<file path="src/rtl/seg_mux_shift_driver.sv">
// seg_mux_shift_driver: multiplexed seven-segment driver for a serial-in /
// parallel-out shift-register chain. Each frame is {one-hot select, dp+gfedcba},
// shifted MSB first with its own data clock and latch strobe. Digits are scanned
// round-robin; digit 0's LOAD snapshots the value so a scan never tears.
// Optional feature: define SEG_MUX_LEADING_ZERO_BLANK_EN to blank leading zeros.
module seg_mux_shift_driver #(
    parameter int NUM_DIGITS   = 3,
    parameter int SEL_WIDTH    = 8,
    parameter int CLK_DIV      = 4,
    parameter int DWELL_CYCLES = 1024
) (
    input  logic                    i_clk,
    input  logic                    i_reset_n,
    input  logic                    i_enable,
    input  logic [4*NUM_DIGITS-1:0] i_value,
    input  logic [NUM_DIGITS-1:0]   i_dp,
    output logic                    o_data_val,
    output logic                    o_data_clock,
    output logic                    o_latch_shifted_value,
    output logic [2:0]              o_digit_index,
    output logic                    o_busy,
    output logic                    o_frame_done
);

    localparam int FW    = SEL_WIDTH + 8;
    localparam int VW    = 4 * NUM_DIGITS;
    localparam int P_MIN = 2 + FW * 2 * CLK_DIV + CLK_DIV;
    localparam int CNT_W = $clog2(DWELL_CYCLES + P_MIN + 1);
    localparam int DIV_W = $clog2(2 * CLK_DIV);
    localparam int BIT_W = $clog2(FW);

    typedef enum logic [2:0] {IDLE, LOAD, SHIFT, LATCH, DWELL} state_t;

    state_t            state, state_nxt;
    logic [DIV_W-1:0]  div;
    logic [BIT_W-1:0]  bit_cnt;
    logic [CNT_W-1:0]  dwell_cnt;
    logic [2:0]        idx;
    logic [VW-1:0]     snap_val;
    logic [NUM_DIGITS-1:0] snap_dp;
    logic [FW-1:0]     sr;

    logic [VW-1:0]         cur_val;
    logic [NUM_DIGITS-1:0] cur_dp;
    logic [3:0]            nib;
    logic                  dp_bit;
    logic [7:0]            seg;
    logic [SEL_WIDTH-1:0]  sel;
    logic [FW-1:0]         frame;

    logic div_last, latch_last, bit_last, dwell_exit;

    assign div_last   = (div == DIV_W'(2 * CLK_DIV - 1));
    assign latch_last = (div == DIV_W'(CLK_DIV - 1));
    assign bit_last   = (bit_cnt == BIT_W'(FW - 1));
    // The dwell counter can run past DWELL_CYCLES-1 when the frame itself is longer.
    assign dwell_exit = (dwell_cnt >= CNT_W'(DWELL_CYCLES - 1));

    // Active-high gfedcba pattern for one hex nibble.
    function automatic logic [6:0] hex7(input logic [3:0] n);
        case (n)
            4'h0: return 7'h3F;
            4'h1: return 7'h06;
            4'h2: return 7'h5B;
            4'h3: return 7'h4F;
            4'h4: return 7'h66;
            4'h5: return 7'h6D;
            4'h6: return 7'h7D;
            4'h7: return 7'h07;
            4'h8: return 7'h7F;
            4'h9: return 7'h6F;
            4'hA: return 7'h77;
            4'hB: return 7'h7C;
            4'hC: return 7'h39;
            4'hD: return 7'h5E;
            4'hE: return 7'h79;
            default: return 7'h71;
        endcase
    endfunction

    // State register.
    always_ff @(posedge i_clk or negedge i_reset_n) begin
        if (!i_reset_n) state <= IDLE;
        else            state <= state_nxt;
    end

    // Next-state logic; a started frame always runs through LATCH and DWELL.
    always_comb begin
        state_nxt = state;
        case (state)
            IDLE:    if (i_enable) state_nxt = LOAD;
            LOAD:    state_nxt = SHIFT;
            SHIFT:   if (div_last && bit_last) state_nxt = LATCH;
            LATCH:   if (latch_last) state_nxt = DWELL;
            DWELL:   if (dwell_exit) state_nxt = i_enable ? LOAD : IDLE;
            default: state_nxt = IDLE;
        endcase
    end

    // Frame builder; digit 0 reads live inputs since its LOAD takes the snapshot.
    always_comb begin
        cur_val = (idx == 3'd0) ? i_value : snap_val;
        cur_dp  = (idx == 3'd0) ? i_dp    : snap_dp;
        nib     = 4'(cur_val >> {idx, 2'b00});
        dp_bit  = 1'(cur_dp >> idx);
        seg     = {dp_bit, hex7(nib)};
`ifdef SEG_MUX_LEADING_ZERO_BLANK_EN
        if (idx != 3'd0 && !dp_bit && (cur_val >> {idx, 2'b00}) == '0)
            seg = 8'h00;
`endif
        sel   = {{(SEL_WIDTH-1){1'b0}}, 1'b1} << idx;
        frame = {sel, seg};
    end

    // Datapath: dwell timer, bit-period divider, shift register, snapshot, digit index.
    always_ff @(posedge i_clk or negedge i_reset_n) begin
        if (!i_reset_n) begin
            dwell_cnt <= '0;
            div       <= '0;
            bit_cnt   <= '0;
            sr        <= '0;
            snap_val  <= '0;
            snap_dp   <= '0;
            idx       <= '0;
        end else begin
            if (state == IDLE || state_nxt == LOAD) dwell_cnt <= '0;
            else                                    dwell_cnt <= dwell_cnt + CNT_W'(1);

            if ((state == SHIFT || state == LATCH) && state_nxt == state && !div_last)
                div <= div + DIV_W'(1);
            else
                div <= '0;

            if (state == LOAD) begin
                sr      <= frame;
                bit_cnt <= '0;
                if (idx == 3'd0) begin
                    snap_val <= i_value;
                    snap_dp  <= i_dp;
                end
            end else if (state == SHIFT && div_last) begin
                sr      <= {sr[FW-2:0], 1'b0};
                bit_cnt <= bit_cnt + BIT_W'(1);
            end

            if (state == DWELL && dwell_exit) begin
                if (!i_enable || idx == 3'(NUM_DIGITS - 1)) idx <= '0;
                else                                        idx <= idx + 3'd1;
            end
        end
    end

    assign o_data_val            = (state == SHIFT) && sr[FW-1];
    assign o_data_clock          = (state == SHIFT) && (div >= DIV_W'(CLK_DIV));
    assign o_latch_shifted_value = (state == LATCH);
    assign o_frame_done          = (state == LATCH) && latch_last;
    assign o_busy                = (state != IDLE);
    assign o_digit_index         = idx;

endmodule

</file>
<file path="config.mk">
export PLATFORM = sky130hd
export DESIGN_NAME = seg_mux_shift_driver
export DESIGN_NICKNAME = d
export VERILOG_FILES = /design/src/rtl/seg_mux_shift_driver.sv
export SDC_FILE = /design/constraint.sdc
export NUM_CORES = 1
export LEC_CHECK = 0
export ABC_AREA = 0
export ABC_CLOCK_PERIOD_IN_PS = 4100
export BUFFER_PORTS_ARGS = -buffer_cell sky130_fd_sc_hd__buf_4
export CORE_MARGIN = 2
export CORE_UTILIZATION = 50
export CTS_CLUSTER_DIAMETER = 80
export DETAILED_ROUTE_END_ITERATION = 7
export HOLD_SLACK_MARGIN = 0.05
export PLACE_DENSITY = 0.79
export SLEW_MARGIN = 20
export SYNTH_ARGS = -nofsm -noshare
export SYNTH_HDL_FRONTEND = slang
export SYNTH_SLANG_ARGS = --single-unit
</file>
<file path="constraint.sdc">
create_clock -name i_clk -period 4.1 [get_ports i_clk]
set_input_delay 0 -clock i_clk [delete_from_list [all_inputs] [get_ports i_clk]]
set_output_delay 0 -clock i_clk [all_outputs]
set_load 0.01 [all_outputs]
</file>
## Yosys cells after proc, flatten, opt, wreduce, memory -nomap -nowiden

Memories as Yosys holds them, arrays and structs flattened.
Index checks and enable logic that the tools add are counted.

| storage, ports and cells | value |
|---|---|
| flip-flop bits (word level) | 55 |
| bits in latches | 0 |
| memory bits (writable) | 0 |
| bits in read-only memories | 112 |
| output and inout bits | 8 |
| memories | 1 |

Memory list:

| memory | words | bits a word | rd ports | clocked after Yosys merged registers in | wr ports | line | source |
|---|---|---|---|---|---|---|---|
| (name not given) | 16 | 7 | 1 | 0 | 0 | 61 | `case (n)` |

| cells by class | value |
|---|---|
| $add $sub $neg | 4 |
| $mul | 0 |
| divide/modulo/power cells | 0 |
| magnitude comparators | 2 |
| equality and inequality tests | 10 |
| shift operators | 3 |
| multiplexer cells | 15 |
| bitwise gates (word level) | 0 |
| reductions and logical operators | 17 |

Operators with widths:

| kind | number |
|---|---|
| 2-to-1 mux 16 bit | 2 |
| 2-to-1 mux 3 bit | 7 |
| one-hot mux 3 bit (5 select lines) | 1 |
| == test 3 x 2 -> 1 bit (second input constant) | 4 |
| 2-to-1 mux 12 bit | 1 |
| >> shifter 12 x 5 -> 4 bit | 1 |
| adder 11 x 1 -> 11 bit (second input constant) | 1 |
| >= comparator 11 x 10 -> 1 bit (second input constant) | 1 |
| 2-to-1 mux 11 bit | 1 |
| logical AND 1 bit | 8 |
| 2-to-1 mux 4 bit | 2 |
| left shift 1 x 3 -> 8 bit (first input constant) | 1 |
| adder 3 x 1 -> 3 bit (second input constant) | 2 |
| == test 3 x 1 -> 1 bit (second input constant) | 2 |
| == test 3 bit (second input constant) | 2 |
| logical NOT 3 bit | 2 |
| adder 4 x 1 -> 4 bit (second input constant) | 1 |
| == test 4 bit (second input constant) | 1 |
| == test 3 bit | 1 |
| >= comparator 3 bit (second input constant) | 1 |
| logical OR 1 bit | 3 |
| nonzero test 3 bit | 1 |
| >> shifter 3 x 3 -> 1 bit | 1 |
| logical NOT 1 bit | 2 |
| 2 further kinds | 2 |

## Depth between registers and ports, before layout

Gate-level depths: netlist of run 1.

| depth | value |
|---|---|
| depth in word-level cells | 8 |
| mapped depth | 14 |
| depth with buffers taken out | 13 |

## Worst setup path after synthesis of run 1

OpenSTA, ideal clock, no wires.

| timing path | value |
|---|---|
| path kind | flip-flop to flip-flop |
| start | register idx[0] (netlist: o_digit_index[0]) |
| end | register sr[6] |
| library setup time | 0.087 ns |
| arrival | 2.977 ns |
| data required time | 4.013 ns |
| path slack | 1.036 ns |
| cell stages (with the launch flop) | 14 |
| period minus slack after synthesis | 3.064 ns |
| cell sequence | dfrtp_1 -> inv_1 -> ha_1 -> nor2b_4 -> buf_6 -> mux4_2 -> a21oi_1 -> or2_2 -> inv_1 -> ha_1 -> or4_1 -> o21ai_0 -> nand3_1 -> o211ai_1 |

| between the ends | value |
|---|---|
| word-level cells in the longest chain between the ends | 5 |

RTL lines:

| what | line | source |
|---|---|---|
| from (decl) | 38 | `logic [2:0] idx;` |
| from (signal assigned) | 148 | `else idx <= idx + 3'd1;` |
| logical NOT 3 bit | 102 | `cur_val = (idx == 3'd0) ? i_value : snap_val;` |
| 2-to-1 mux 12 bit | -- |  |
| >> shifter 12 x 5 -> 4 bit * | 104 | `nib = 4'(cur_val >> {idx, 2'b00});` |
| memory (16 x 7 bit) * | -- |  |
| 2-to-1 mux 16 bit * | 134 | `if (state == LOAD) begin` |
| to (signal assigned) | 135 | `sr <= frame;` |
| to (signal assigned) | 142 | `sr <= {sr[FW-2:0], 1'b0};` |
| to (decl) | 41 | `logic [FW-1:0] sr;` |

Mark *: on every way between the ends. The rest lies on a longest branch, timed or not.
A chain may end at the register's enable or synchronous reset.

## Final worst setup path of run 1

Same ends and word-level chain as after synthesis.

==> results.yml, run 1 <==
power:
  pwr-share-comb: 0.058
  p_leak_nw: 1.57
  ir_drop_uv: 187
  swShare: 0.227
  p_per_area_nw_per_um2: 256
  p_sw_uw: 207
  p_seq_frac: 0.608
  p_int_uw: 703
  clockPowerShare: 0.335
status:
  status: "finished clean"
clocking:
  tritoncts: "done"
  clkSinkCount: 55
  clkTransAtPathRegs_ps: 100
  h-tree-depth: 2
  cts_made_buffers: 5
  post_cts_buffers: 0
  clock_path_buffers: 2
  post_cts_resized: 0
  cts_root_buf: "clkbuf_8"
  clock_latency_ps: 310
timing:
  tightest_slew_ps: 778
  setup_viol: 0
  fin_worst_skew_ps: 8.85
  slew_headroom: 0.480
  post-route-min-period_ps: 3410
  report.final.slew_viol_count: 0
  setup_tns_ps: 0
  max_freq_mhz: 294
  hold_viol_final: 0
  fin_crit_sh: 0.831
  rsz0062_at_grt: "no"
die:
  die_x_um: 82.3
  die_area_sq_um: 6770
  rows: 28
  die_y_um: 82.3
  start_util: 0.517
  io_pins: 26
  coreArea_sq_um: 5920
synth:
  synth_common_cells: "dfrtp_1 (55), nand2_1 (39), nor2_1 (32)"
  synth_seq_area_share: 0.450
  synth_ff_type: "dfrtp_1"
  ys_seq_elements: 55
  syn_area_per_cell_sq_um: 10.1
  yosys.area.top_type: "dfrtp_1"
  syn-num-nets: 336
  synthCells: 302
  synth.most_common_cell: "dfrtp_1"
  synth-edff-count: 0
  netlist_area_sq_um: 3060
  yosys-top-cells-area: "dfrtp_1 (45%), ha_1 (6.5%), mux2_2 (6.3%)"
  synth_top_area_share: 0.450
  synth.distinct_cells: 54
  async_flop_share: 1.00
  ys_warn_count: 0
placed_design:
  io_buffers: 25
  post-dp-hpwl_um: 4110
  placed_cells: 392
  placed_area_sq_um: 3290
  gp_congestion: 0.909
critical_path:
  cp_slowest_cell: "mux4_2"
  crit_buf_inv: 2
  path_cells: "inv_1, ha_1, nor2b_4, mux4_2, a21oi_1, or2_2, inv_1, ha_1, or4_1, o21ai_0, nand3_1, o211ai_1"
  required_ps: 4330
  path_delay_family: "simple AND/OR/NAND/NOR gates"
  cpPeakStageDelay_ps: 550
  critPathMaxFanout: 12
  arrival_ps: 3640
  startpoint_type: "register"
  endpoint_kind: "register"
  critical_path_class: "reg2reg"
detailed_routing:
  drc: 0
  wl_per_cell_um: 14.5
  met3_length_um: 138
  vias: 2295
  top_layer: "met4"
  wl_met1_um: 2830
  route.antenna.remaining_nets: 0
  routed_via_density: 5.50
  drt_iter0_drc: 232
  wl_met2_um: 3010
  routed_wirelength_um: 6050
  first_pass_iters: 4
final_layout:
  num_antenna_cells: 0
  nFillCells: 477
  final_cells: 417
  area_growth_pct: 16.0
  stdcell_area_sq_um: 3550
  fin_nets: 375
  layout-drive-gt1-share: 0.184
flow_run:
  max_cap_viol_count: 0
global_routing:
  grtUsageTotal: 0.193
  grt_max_degree: 56
  grt_overflow: 0
  grt_pass1_vias: 2152
  grt_pass1_wl_um: 10000
  antenna_found_initial: 0
min_path:
  hp-class: "in2async"
## stage by stage
step                      total power, mW   util  setup WS [ps]  hold WS (ps)
after floorplan                     0.575      -           1040          -296
after global placement              0.603  0.556            841          88.8
after detailed placement            0.604  0.556            724          84.5
after CTS                           0.920  0.600            702           279
after global routing                0.947  0.600            498           308
final                               0.910  0.600            695           256
## cell type report
type	count	area, sq um	area share
tap	75	93.8	0.0264
clock inverter	2	16.3	0.00458
clock buffer	6	72.6	0.0204
timing repair buffer	44	373	0.105
sequential	55	1380	0.388
multi-input combinational	225	1580	0.445
inverter	10	37.5	0.0106
## final timing paths
| check | slack [ps] | end | cells after the start | from |
|---|---|---|---|---|
| worst max-delay path | 690 | sr[6] | 12 | o_digit_index[0] |
| worst min-delay path | 260 | dwell_cnt[7] | 2 | i_reset_n |
| worst max register to register | 690 | sr[6] | 12 | o_digit_index[0] |
| worst min register to register | 450 | div[0] | 1 | div[0] |
| max in group asynchronous | 3400 | snap_dp[2] | 2 | i_reset_n |
| min in group i_clk | 450 | div[0] | 1 | div[0] |
## power groups by stage
stage | logic (mW) | clock network (mW) | registers, mW
5_1_grt | 0.0587 | 0.334 | 0.554
4_1_cts | 0.0526 | 0.314 | 0.553
6_report | 0.0524 | 0.305 | 0.553
3_5_place_dp | 0.0400 | 0 | 0.564
2_1_floorplan | 0.0124 | 0 | 0.563
3_3_place_gp | 0.0393 | 0 | 0.563
## kinds of logic after synthesis
logic type	share of synthesized area
and+or+nand+nor	0.182
DFF	0.450
AOI/OAI and AO/OA	0.112
muxes	0.120
buffers and inverters	0.0339
adders and majority gates	0.0654
xor gates and xnor gates	0.0372
## what timing repair did
item	CTS	global route
endpoints found under the setup margin	0	0
hold buffers	17	0
hold endpoints to repair	73	0
## per-layer routing
metal  track usage  up-vias
met5             0        -
met2         0.326       28
met4        0.0600        0
met1         0.254     1128
li1              -     1132
met3        0.0326        7
## registers in the layout (all words and copies together), names as in the netlist
| signal | flops |
|---|---|
| bit_cnt | 4 |
| div | 3 |
| dwell_cnt | 11 |
| o_digit_index | 3 |
| snap_dp | 3 |
| snap_val | 12 |
| sr | 16 |
| state | 3 |
## cells in the final DEF, fill, tap and decap left out, drive strengths merged, types with 4 or more instances in the layout
| cell type | synthesis | routed |
|---|---|---|
| clkbuf | 7 | 6 |
| and3 | 5 | 5 |
| nand3 | 13 | 13 |
| xnor2 | 4 | 4 |
| buf | 5 | 27 |
| or2 | 4 | 4 |
| mux2 | 18 | 18 |
| nand2 | 39 | 39 |
| ha | 16 | 16 |
| nor2 | 33 | 33 |
| dfrtp | 55 | 55 |
| nor2b | 5 | 5 |
| xor2 | 9 | 9 |
| inv | 9 | 10 |
| nand4 | 4 | 4 |
| mux2i | 9 | 9 |
| a21oi | 10 | 10 |
| dlygate4sd3 | 0 | 17 |
| nor3 | 5 | 5 |
| a31oi | 4 | 4 |
| o21ai | 11 | 11 |
Power figures use the tool's default switching activity.
==> run 2: changes to the inputs <==
- ABC_AREA: 0 -> 1
- ABC_CLOCK_PERIOD_IN_PS: 4100 -> 3100
- PLACE_DENSITY: 0.79 -> 0.81
- clock period: 4.1 -> 3.1 ns (I/O delays scaled with it)
==> run 2 against run 1 <==
Compared with the run above: combinational power is 2% lower; non-clock buffer count stayed put; critical endpoint is now sr[1]; setup slack worse by 310 ps; maximum frequency is 26% higher; die area is 3.4% higher; largest cell class unchanged; synthesized area is 3.6% higher; utilization is 1.7 points lower.
==> results.yml, run 2 <==
status:
  status: "finished clean"
flow_run:
  max_cap_viol_count: 0
synth:
  synthCells: 392
  netlist_area_sq_um: 3170
  synth_ff_type: "dfrtp_1"
  syn-num-nets: 426
  yosys.area.top_type: "dfrtp_1"
  synth_seq_area_share: 0.434
  ys_warn_count: 0
  synth-edff-count: 0
  yosys-top-cells-area: "dfrtp_1 (43%), nand2_1 (9.2%), ha_1 (6.3%)"
  async_flop_share: 1.00
  synth.most_common_cell: "nand2_1"
  ys_seq_elements: 55
  synth.distinct_cells: 36
  syn_area_per_cell_sq_um: 8.09
  synth_top_area_share: 0.434
  synth_common_cells: "nand2_1 (78), dfrtp_1 (55), nor2_1 (52)"
final_layout:
  largest-register: "sr"
  final_cell_mix: "nand2_1 (78), dfrtp_1 (55), nor2_1 (52)"
  fin_nets: 465
  area_growth_pct: 14.8
  layout-drive-gt1-share: 0.160
  num_antenna_cells: 0
  largest_reg_flops: 16
  final_common_cell: "nand2_1"
  top_regs: "sr x16, snap_val x12, dwell_cnt x11"
critical_path:
  arrival_ps: 2920
  critical_path_class: "reg2reg"
  startpoint_type: "register"
  endpoint_kind: "register"
  critPathMaxFanout: 21
  required_ps: 3310
  r2r_slack_ps: 390
clocking:
  tritoncts: "done"
  clkSinkCount: 55
  clock_path_buffers: 2
  cts_made_buffers: 5
  h-tree-depth: 2
  clock_latency_ps: 320
  clkTransAtPathRegs_ps: 100
  cts_root_buf: "clkbuf_8"
global_routing:
  antenna_found_initial: 0
  grtUsageTotal: 0.196
  grt_max_degree: 56
  grt_pass1_wl_um: 11200
  grt_overflow: 0
  grt_pass1_vias: 2438
power:
  p_leak_nw: 1.82
  ir_drop_uv: 205
  p_per_area_nw_per_um2: 323
detailed_routing:
  drt_iter0_drc: 120
  vias: 2630
  routed_wirelength_um: 6620
  route.antenna.remaining_nets: 0
  drc: 0
  wl_per_cell_um: 13.0
  routed_via_density: 5.17
  first_pass_iters: 5
timing:
  hold_slack_ps: 52.6
  fin_crit_sh: 0.875
  hold_viol_final: 0
  setup_viol: 0
  max_freq_mhz: 369
  rsz0062_at_grt: "no"
  post-route-min-period_ps: 2710
  fin_worst_skew_ps: 12.7
  tightest_slew_ps: 687
  report.final.slew_viol_count: 0
  slew_headroom: 0.542
  setup_tns_ps: 0
die:
  die_area_sq_um: 6990
  io_pins: 26
  die_y_um: 83.6
  rows: 29
  start_util: 0.508
  die_x_um: 83.6
  coreArea_sq_um: 6240
min_path:
  hp-class: "in2reg"
placed_design:
  io_buffers: 25
  post-dp-hpwl_um: 4760
  gp_congestion: 0.892
run 2: metrics by stage:
step | cells | instance area (sq um) | power [mW] | util | worst slack (ps)
3_3_place_gp | 486 | 3390 | 0.770 | 0.544 | 410
3_5_place_dp | 486 | 3390 | 0.770 | 0.544 | 316
6_report | 509 | 3640 | 1.18 | 0.583 | 389
2_1_floorplan | 392 | 3170 | 0.737 | - | 556
5_1_grt | 509 | 3640 | 1.22 | 0.583 | 26.5
4_1_cts | 509 | 3630 | 1.18 | 0.582 | 278
run 2: layout make-up:
type / instances / area, sq um
fillers: 567 / 2600
clock buffers: 6 / 72.6
multi-input cells: 275 / 1520
clock inverters: 2 / 17.5
flip-flops and latches: 55 / 1380
repair buffers: 44 / 368
well taps: 77 / 96.3
inverters: 50 / 190
run 2: final timing paths:
check | start | endpoint | depth (start not counted)
worst max-delay path | o_digit_index[1] | sr[1] | 13
worst min-delay path | i_value[10] | snap_val[10] | 3
worst max register to register | o_digit_index[1] | sr[1] | 13
worst min register to register | div[0] | div[0] | 1
max in group asynchronous | i_reset_n | snap_dp[0] | 2
min in group asynchronous | i_reset_n | snap_val[5] | 2
run 2: power by group:
group / total [mW] / leakage [nW] / internal [mW] / switching (mW)
sequential: 0.718 / 0.619 / 0.718 / 0.000319
clock: 0.407 / 0.0454 / 0.163 / 0.244
combinational: 0.0511 / 1.16 / 0.0276 / 0.0235
run 2: layer usage:
layer | track usage | share of wire | wire length, um | vias to the layer above
met2 | 0.325 | 0.49 | 3250 | 48
met1 | 0.258 | 0.46 | 3060 | 1236
met5 | 0 | 0 | 0 | -
met4 | 0.0645 | 0.014 | 91 | 0
li1 | - | - | - | 1336
met3 | 0.0396 | 0.032 | 213 | 10
run 2: kinds of logic (layout without fill, tap and decap cells):
kind of cell               count (synthesis)  after routing  synth area share
xor gates and xnor gates                  10             10            0.0276
and+or+nand+nor                          189            189             0.279
buffers and inverters                     62            102            0.0888
DFF                                       55             55             0.434
AOI/OAI and AO/OA                         60             60             0.108
adders and majority gates                 16             16            0.0631
run 2: worst max-delay path, cell delays in order, from the launching register on:
cell and delay, ps:
dfrtp_1 430, inv_1 220, ha_1 360, nand2_4 200, nor3_1 210, o21ai_0 110
a21oi_1 230, inv_1 130, ha_1 290, nand3_1 100, a21oi_1 130, o21ai_1 80
nand2_1 60, nand2_1 40
run 2: what timing repair did:
action,CTS,global route
endpoints found under the setup margin,0,2
setup buffers,0,0
hold buffers,15,0
endpoints found under the hold margin,69,0
resized for setup,0,1
==> run 3: changes to the inputs <==
- ABC_CLOCK_PERIOD_IN_PS: 3100 -> 3200
- PLACE_DENSITY: 0.81 -> 0.79
- clock period: 3.1 -> 3.2 ns (I/O delays scaled with it)
==> run 3 against run 2 <==
Compared with the run above: die area did not move; clock power fell by 7.1%; first-iteration DRC count rose by 89%; clock skew is 9.5 ps lower; power is 4.5% lower; sequential share of layout area is 0.078 points lower; critical endpoint unchanged.
==> results.yml, run 3 (synthesized netlist as in run 2, its figures left out) <==
final_layout:
  nFillCells: 574
  final_cells: 511
  layout-drive-gt1-share: 0.161
  final_common_cell: "nand2_1"
  num_antenna_cells: 0
  largest_reg_flops: 16
  area_growth_pct: 15.0
  largest-register: "sr"
  fin_nets: 467
  final_cell_mix: "nand2_1 (78), dfrtp_1 (55), nor2_1 (52)"
  top_regs: "sr x16, snap_val x12, dwell_cnt x11"
clocking:
  tritoncts: "done"
  clock_latency_ps: 300
  clock_path_buffers: 2
  post_cts_resized: 0
  h-tree-depth: 2
  cts_made_buffers: 5
  clkTransAtPathRegs_ps: 90
  cts_root_buf: "clkbuf_8"
  clkSinkCount: 55
power:
  p_int_uw: 877
  power_mw: 1.12
  ir_drop_uv: 218
  pwr-share-comb: 0.045
  swShare: 0.220
  p_seq_frac: 0.619
  p_per_area_nw_per_um2: 308
  clockPowerShare: 0.336
  p_sw_uw: 247
  p_leak_nw: 1.81
timing:
  setup_viol: 0
  hold_viol_final: 0
  max_freq_mhz: 350
  post-route-min-period_ps: 2860
  slew_headroom: 0.534
  fin_crit_sh: 0.894
  report.final.slew_viol_count: 0
  setup_ws_ps: 340
  tightest_slew_ps: 699
  rsz0062_at_grt: "no"
  setup_tns_ps: 0
  fin_worst_skew_ps: 3.13
detailed_routing:
  wl_per_cell_um: 12.7
  drt_iter0_drc: 227
  vias: 2652
  routed_via_density: 5.19
  first_pass_iters: 4
  routed_wirelength_um: 6510
  drc: 0
  route.antenna.remaining_nets: 0
die:
  die_y_um: 83.6
  rows: 29
  coreArea_sq_um: 6240
  start_util: 0.508
  die_area_sq_um: 6990
  die_x_um: 83.6
  io_pins: 26
critical_path:
  startpoint_type: "register"
  arrival_ps: 3070
  critical_path_class: "reg2reg"
  endpoint_kind: "register"
  required_ps: 3410
  critPathMaxFanout: 21
  cp_slowest_cell: "dfrtp_1"
  path_cells: "inv_1, ha_1, nand2_2, nor3_1, o21ai_0, a21oi_1, inv_1, ha_1, nand3_1, a21oi_1, o21ai_1, nand2_1, nand2_1"
  crit_buf_inv: 2
  path_delay_family: "simple AND/OR/NAND/NOR gates"
  cpPeakStageDelay_ps: 430
placed_design:
  gp_congestion: 0.924
  placed_cells: 487
  post-dp-hpwl_um: 4720
  io_buffers: 25
  pre_cts_slack_ps: 386
global_routing:
  grt_overflow: 0
  grt_max_degree: 56
  grt_pass1_wl_um: 11600
  grt_pass1_vias: 2673
  grtUsageTotal: 0.201
  antenna_found_initial: 0
flow_run:
  max_cap_viol_count: 0
status:
  status: "finished clean"
min_path:
  hp-class: "in2reg"
==> run 3: cell types whose count changed in the layout (fill, tap and decap cells not counted), sizes merged <==
| cell | before | now |
|---|---|---|
| clkinv | 2 | 1 |
| buf | 29 | 30 |
| dlygate4sd3 | 15 | 16 |
| clkinvlp | 0 | 1 |
==> run 3: worst min-delay path: cells and delay by family <==
family | cells | cell delay, ps
simple gates | 2 | 150
compound gates | 1 | 110
buf+inv | 1 | 70
==> run 3: routing by layer <==
metal	GRT usage	wire length, um	share of wire
met1	0.260	2900	0.45
met2	0.351	3340	0.51
met3	0.0336	193	0.030
met5	0	0	0
met4	0.0528	73	0.011
==> run 3: cell type report <==
type,instances,area (sq um),area share
multi-input cells,275,1510,0.415
flip-flops and latches,55,1380,0.377
repair buffers,46,385,0.106
inverters,50,190,0.0522
well taps,77,96.3,0.0264
clock buffers,6,72.6,0.0199
clock inverters,2,12.5,0.00343
==> run 3: timing repair <==
| action | CTS | global route |
|---|---|---|
| hold buffers | 16 | 0 |
| setup buffers | 0 | 0 |
| hold endpoints to repair | 70 | 0 |
==> run 3: path summary, 6_finish.rpt <==
| kind | slack (ps) | end | cells past startpoint | startpoint |
|---|---|---|---|---|
| max | 340 | sr[1] | 13 | o_digit_index[1] |
| min | 60 | snap_val[9] | 4 | i_value[9] |
| max reg2reg | 340 | sr[1] | 13 | o_digit_index[1] |
| min reg2reg | 440 | div[0] | 1 | div[0] |
| max in group asynchronous | 2450 | dwell_cnt[5] | 2 | i_reset_n |
| min in group asynchronous | 270 | snap_val[1] | 2 | i_reset_n |
==> run 3: per-stage QoR <==
step	hold WS (ps)	util	cell area [sq um]
2_1_floorplan	-296	-	3170
3_3_place_gp	91.9	0.545	3400
3_5_place_dp	95.0	0.545	3400
4_1_cts	55.8	0.584	3650
5_1_grt	66.4	0.584	3650
6_report	63.7	0.584	3650
==> run 3: power by group through the flow <==
stage               clock [mW]  sequential [mW]  combinational, mW
global route             0.411            0.696             0.0563
finish                   0.378            0.696             0.0504
global placement             0            0.710             0.0361
floorplan                    0            0.710            0.00380
CTS                      0.391            0.696             0.0513
detailed placement           0            0.710             0.0360
